**config.mk**
```make
export PLATFORM = sky130hd
export DESIGN_NAME = write_buffered_memory
export DESIGN_NICKNAME = d
export VERILOG_FILES = /design/src/rtl/write_buffered_memory.sv
export SDC_FILE = /design/constraint.sdc
export NUM_CORES = 1
export LEC_CHECK = 0
export ABC_AREA = 1
export ABC_CLOCK_PERIOD_IN_PS = 24400
export CAP_MARGIN = 20
export CORE_ASPECT_RATIO = 0.5
export CORE_MARGIN = 3
export CORE_UTILIZATION = 25
export DETAILED_ROUTE_END_ITERATION = 6
export GPL_TIMING_DRIVEN = 0
export RECOVER_POWER = 100
export SLEW_MARGIN = 20
export SYNTH_ARGS = -nofsm -noshare
export SYNTH_HDL_FRONTEND = slang
export SYNTH_SLANG_ARGS = --single-unit
```
**constraint.sdc**
```tcl
create_clock -name clk -period 24.4 [get_ports clk]
set_input_delay 3.66 -clock clk [delete_from_list [all_inputs] [get_ports clk]]
set_output_delay 3.66 -clock clk [all_outputs]
set_load 0.05 [all_outputs]
```
**src/rtl/write_buffered_memory.sv**
```systemverilog
// rtl/write_buffered_memory.sv - posted-write memory responder with in-order drain FSM; MEM_WB_FORWARD_EN enables FIFO read forwarding
module write_buffered_memory #(
   parameter int ADDR_W    = 5,
   parameter int DATA_W    = 16,
   parameter int DEPTH     = 4,
   parameter int WRITE_LAT = 3
) (
   input  logic                   clk,
   input  logic                   rst,
   input  logic                   readwriteN,
   input  logic [ADDR_W-1:0]      address,
   input  logic [DATA_W-1:0]      data_in,
   output logic [DATA_W-1:0]      data_out,
   output logic [$clog2(DEPTH):0] buf_count,
   output logic                   busy,
   output logic                   overflow
);

   localparam int PTR_W = $clog2(DEPTH);
   localparam int CNT_W = $clog2(WRITE_LAT + 1);
   localparam int WORDS = 2 ** ADDR_W;

   localparam logic [CNT_W-1:0] LAT_FULL = CNT_W'(WRITE_LAT);
   localparam logic [CNT_W-1:0] LAT_REST = CNT_W'(WRITE_LAT - 1);
   localparam logic [CNT_W-1:0] CNT_ONE  = CNT_W'(1);
   localparam logic [PTR_W:0]   OCC_ONE  = (PTR_W + 1)'(1);
   localparam logic [PTR_W:0]   OCC_FULL = (PTR_W + 1)'(DEPTH);

   typedef enum logic {IDLE, BUSY} state_t;

   state_t            state;
   state_t            next_state;
   logic [CNT_W-1:0]  cnt;
   logic [CNT_W-1:0]  next_cnt;
   logic              pop;
   logic              push;
   logic              full;
   logic [PTR_W-1:0]  rd_ptr;
   logic [PTR_W-1:0]  wr_ptr;
   logic [ADDR_W-1:0] fifo_addr [DEPTH];
   logic [DATA_W-1:0] fifo_data [DEPTH];
   logic [DATA_W-1:0] mem [WORDS];
   logic [DATA_W-1:0] read_value;

   assign full = (buf_count == OCC_FULL);
   // a full FIFO still accepts a write on the edge its head is committed
   assign push = readwriteN && (!full || pop);
   assign busy = (state == BUSY);

   // cnt counts edges left in the head's service window, commit edge included;
   // the IDLE edge that notices a waiting entry is the window's first edge
   always_comb begin
      next_state = state;
      next_cnt   = cnt;
      pop        = 1'b0;
      case (state)
         IDLE: begin
            if (buf_count != '0) begin
               if (WRITE_LAT == 1) begin
                  pop = 1'b1;
                  if (buf_count > OCC_ONE || readwriteN) begin
                     next_state = BUSY;
                     next_cnt   = LAT_FULL;
                  end
               end else begin
                  next_state = BUSY;
                  next_cnt   = LAT_REST;
               end
            end
         end
         BUSY: begin
            if (cnt == CNT_ONE) begin
               pop = 1'b1;
               // an entry pushed on the commit edge counts as remaining
               if (buf_count > OCC_ONE || readwriteN) begin
                  next_cnt = LAT_FULL;
               end else begin
                  next_state = IDLE;
               end
            end else begin
               next_cnt = cnt - 1'b1;
            end
         end
         default: next_state = IDLE;
      endcase
   end

   // drain FSM state and service counter
   always_ff @(posedge clk or posedge rst) begin
      if (rst) begin
         state <= IDLE;
         cnt   <= '0;
      end else begin
         state <= next_state;
         cnt   <= next_cnt;
      end
   end

   // FIFO pointers, occupancy and sticky overflow flag
   always_ff @(posedge clk or posedge rst) begin
      if (rst) begin
         rd_ptr    <= '0;
         wr_ptr    <= '0;
         buf_count <= '0;
         overflow  <= 1'b0;
      end else begin
         if (push) wr_ptr <= wr_ptr + 1'b1;
         if (pop)  rd_ptr <= rd_ptr + 1'b1;
         case ({push, pop})
            2'b10:   buf_count <= buf_count + 1'b1;
            2'b01:   buf_count <= buf_count - 1'b1;
            default: buf_count <= buf_count;
         endcase
         if (readwriteN && !push) overflow <= 1'b1;
      end
   end

   // FIFO payload storage; contents are meaningless outside the occupied window
   always_ff @(posedge clk) begin
      if (push) begin
         fifo_addr[wr_ptr] <= address;
         fifo_data[wr_ptr] <= data_in;
      end
   end

   // slow array: the FIFO head is written on its commit edge
   always_ff @(posedge clk or posedge rst) begin
      if (rst) begin
         for (int i = 0; i < WORDS; i++) mem[i] <= '0;
      end else if (pop) begin
         mem[fifo_addr[rd_ptr]] <= fifo_data[rd_ptr];
      end
   end

   // read source: youngest occupied FIFO match wins over the array
   always_comb begin
      read_value = mem[address];
`ifdef MEM_WB_FORWARD_EN
      for (int i = 0; i < DEPTH; i++) begin
         if (((PTR_W + 1)'(i) < buf_count) &&
             (fifo_addr[rd_ptr + PTR_W'(i)] == address)) begin
            read_value = fifo_data[rd_ptr + PTR_W'(i)];
         end
      end
`endif
   end

   // registered read data; writes leave it untouched
   always_ff @(posedge clk or posedge rst) begin
      if (rst) begin
         data_out <= '0;
      end else if (!readwriteN) begin
         data_out <= read_value;
      end
   end

endmodule
```
==> parameters.txt <==
Parameter                              Value

Outcome
  Status ... finished with violations
  Violated checks ... max-capacitance violations, max-slew violations

Clocking
  CTS Buffer Depth ... 3
  Buffer cell driving the clock tree root ... clkbuf_16
  Number of CTS-inserted buffers ... 66
  Cts-stage hold buffer count ... 0
  Number of clock sinks seen by CTS ... 623
  Maximum level of the CTS H-tree ... 3
  Clock tree from TritonCTS ... yes
  Clock-pin slew on the worst setup and hold paths ... 0.05 ns
  Post-CTS setup repair buffer count ... 0
  Worst skew pair latency ... 0.63 ns
  Count of cells resized by post-cts repair ... 0

GRT
  Global-route wire length before repair ... 157000 um
  Largest net degree at the start of global routing ... 108
  GR Overflow Total ... 0
  Antenna violations before repair ... 6
  GRT Total Usage ... 18.6%
  Vias in the first global route ... 23172

Logic synthesis
  Syn nets ... 3291
  Post-Synthesis Cell Area ... 27600 sq um
  Most numerous cell types in the synthesized netlist ... nand2_1 (1289), dfrtp_1 (539), o21ai_1 (515)
  Synth area leaders ... dfrtp_1 (49%), nand2_1 (18%), o21ai_1 (9.3%)
  Top cell type by total area after synthesis ... dfrtp_1
  Seq cells post-synth ... 623
  Number of different library cells in the post-synthesis netlist ... 28
  Number of instances in the synthesized netlist ... 3258
  Post-synthesis area per instance ... 8.47 sq um
  Synth top area share ... 48.9%
  Leading register cell type out of synthesis ... dfrtp_1
  Number of flops mapped to enable cells by yosys ... 84
  Proportion of synthesized chip area in sequential cells ... 58.0%
  Post-synthesis async set-or-reset flop share ... 86.5%
  Most frequent cell after synthesis ... nand2_1
  Yosys warning count ... 0

Die
  Die height ... 241 um
  Placement row count ... 85
  Horizontal extent of the die ... 476 um
  I/O pin count ... 45
  Die area ... 115000 sq um
  Initial Utilization ... 25.4%
  Core area ... 108000 sq um

Worst setup path
  CP Data Required Time ... 24.09 ns
  Arrival time worst endpoint ... 13.10 ns
  Setup slack on the worst flop-to-flop path ... 20.22 ns
  Most used cell, CP ... clkbuf_1
  Cell-by-cell trace of the critical path ... dlygate4sd3_1 -> clkinvlp_2 -> clkbuf_1 -> buf_16 -> clkbuf_1
  CP max-delay cell ... clkbuf_1
  Highest cell delay on the worst timing path ... 3.83 ns
  CP max FO ... 107
  Endpoint kind of the worst setup timing path ... asynchronous set/reset pin
  Kind of start point of the critical path ... input port
  Type of the worst setup path ... in -> async

Route
  Detail Route Antenna Nets ... 0
  DR vias ... 24677
  Detailed Route Iter0 Violations ... 3251
  Final routed wirelength across all metal layers ... 108000 um
  Residual DRC count ... 0
  Per-cell routed wire length ... 22.2 um
  Per-cell via count in the routed design ... 5.08
  Initial DRT Pass Iterations ... 7

Min path
  Type of the tightest min-delay check ... reg -> reg

Layout
  Layout Utilization ... 29.5%
  Number of standard cells in the final layout excluding fillers ... 4859
  Area growth syn-to-layout ... 15.9%
  Number of nets in the layout ... 3407
  Fill cell total of the finished layout ... 11592
  Design area ... 32000 sq um
  Layout cells sized above 1 ... 4.50%

Placement
  Post-DP HPWL ... 76600 um
  Number of buffers added on ports ... 43
  Cell area after placement ... 30000 sq um
  Placer congestion estimate ... 0.995
  Number of instances in the placed design ... 4741

Timing
  Final-layout setup total negative slack ... 0 ns
  Max transition margin ... -282%
  Fin. max-slew vios ... 437
  Setup repair after global routing missed its margin ... no
  Endpoints failing setup ... 0
  Largest clock skew in the final design ... 0.0279 ns
  Pin slew with the least headroom to its limit ... 5.73 ns
  Final Hold Fails ... 0
  Maximum clock frequency ... 0.0745 GHz
  Final clock period utilization by the worst path ... 55.0%
  Min Tclk post-route ... 13.41 ns

Pwr
  Worst IR drop on VDD ... 0.0533 mV
  P per Cell Area ... 123 nW/um^2
  Total leakage power ... 0.0137 uW

Flow run
  Max Cap Violations ... 9
stage by stage:
step	hold slack (ns)	setup slack [ns]	total power [uW]
after CTS	0.485	17.57	3990
after global routing	0.497	9.22	4140
final	0.475	10.99	3930
after global placement	0.466	-0.695	2900
after floorplan	0.459	5.67	2400
after detailed placement	0.470	16.92	2940
logic make-up after synthesis:
logic type	synth area share, %
compound gates	10.4
xor+xnor	0.190
fa+ha+maj	0.408
buf+inv	4.55
flops	58.0
simple gates	26.4
final cells by class:
type / instances / area [sq um] / share of cell area [%]
diodes: 2 / 5.00 / 0.0157
flip-flops and latches: 623 / 16000 / 50.1
repair buffers: 48 / 497 / 1.55
clock inverters: 20 / 284 / 0.888
well taps: 1435 / 1800 / 5.62
multi-input cells: 2336 / 10300 / 32.1
clock buffers: 96 / 1960 / 6.12
plain buffers: 268 / 1060 / 3.31
inverters: 31 / 118 / 0.368
metal layers:
metal	vias to the layer above	track usage, %	wire length (um)
met5	-	0	0
met4	0	7.80	5030
met3	241	4.12	10100
met2	1167	28.5	47200
met1	12304	25.4	45800
li1	10965	-	-
sequential cells by signal, summed over array words and instances (netlist names):
name / cells
buf_count: 3
overflow: 1
mem: 512
rd_ptr: 2
data_out: 16
wr_ptr: 2
busy: 1
cnt: 2
fifo_addr: 20
fifo_data: 64
critical path, delay by kind of cell:
family	cells	cell delay (ns)
buffers and inverters	5	9.22
path summary, 6_finish.rpt:
check / start / depth (start not counted) / to
max: rst / 5 / mem[32]
min: data_out[13] / 2 / data_out[13]
min reg2reg: data_out[13] / 2 / data_out[13]
max reg2reg: rd_ptr[1] / 11 / mem[228]
max in group clk: address[0] / 12 / data_out[4]
min in group asynchronous: rst / 2 / mem[187]
placed cells by master, fill, tap and decap left out, types with 9 or more instances in the layout:
cell type      instances
clkbuf_16             68
o21ai_0              435
clkbuf_8              15
buf_2                 35
clkbuf_1             226
dfrtp_1              539
dlygate4sd3_1         43
a21oi_1               18
a32o_1                16
nand3_1              440
buf_1                 21
ha_1                   9
inv_1                 24
nor2_1                12
edfxtp_1              84
o21ai_1               85
nand2_1             1302
power breakdown:
part / internal (uW) / switching, uW
Sequential: 1430 / 201
Combinational: 328 / 924
Clock: 622 / 428
Total: 2380 / 1550
(Power assumes the default switching activity.)
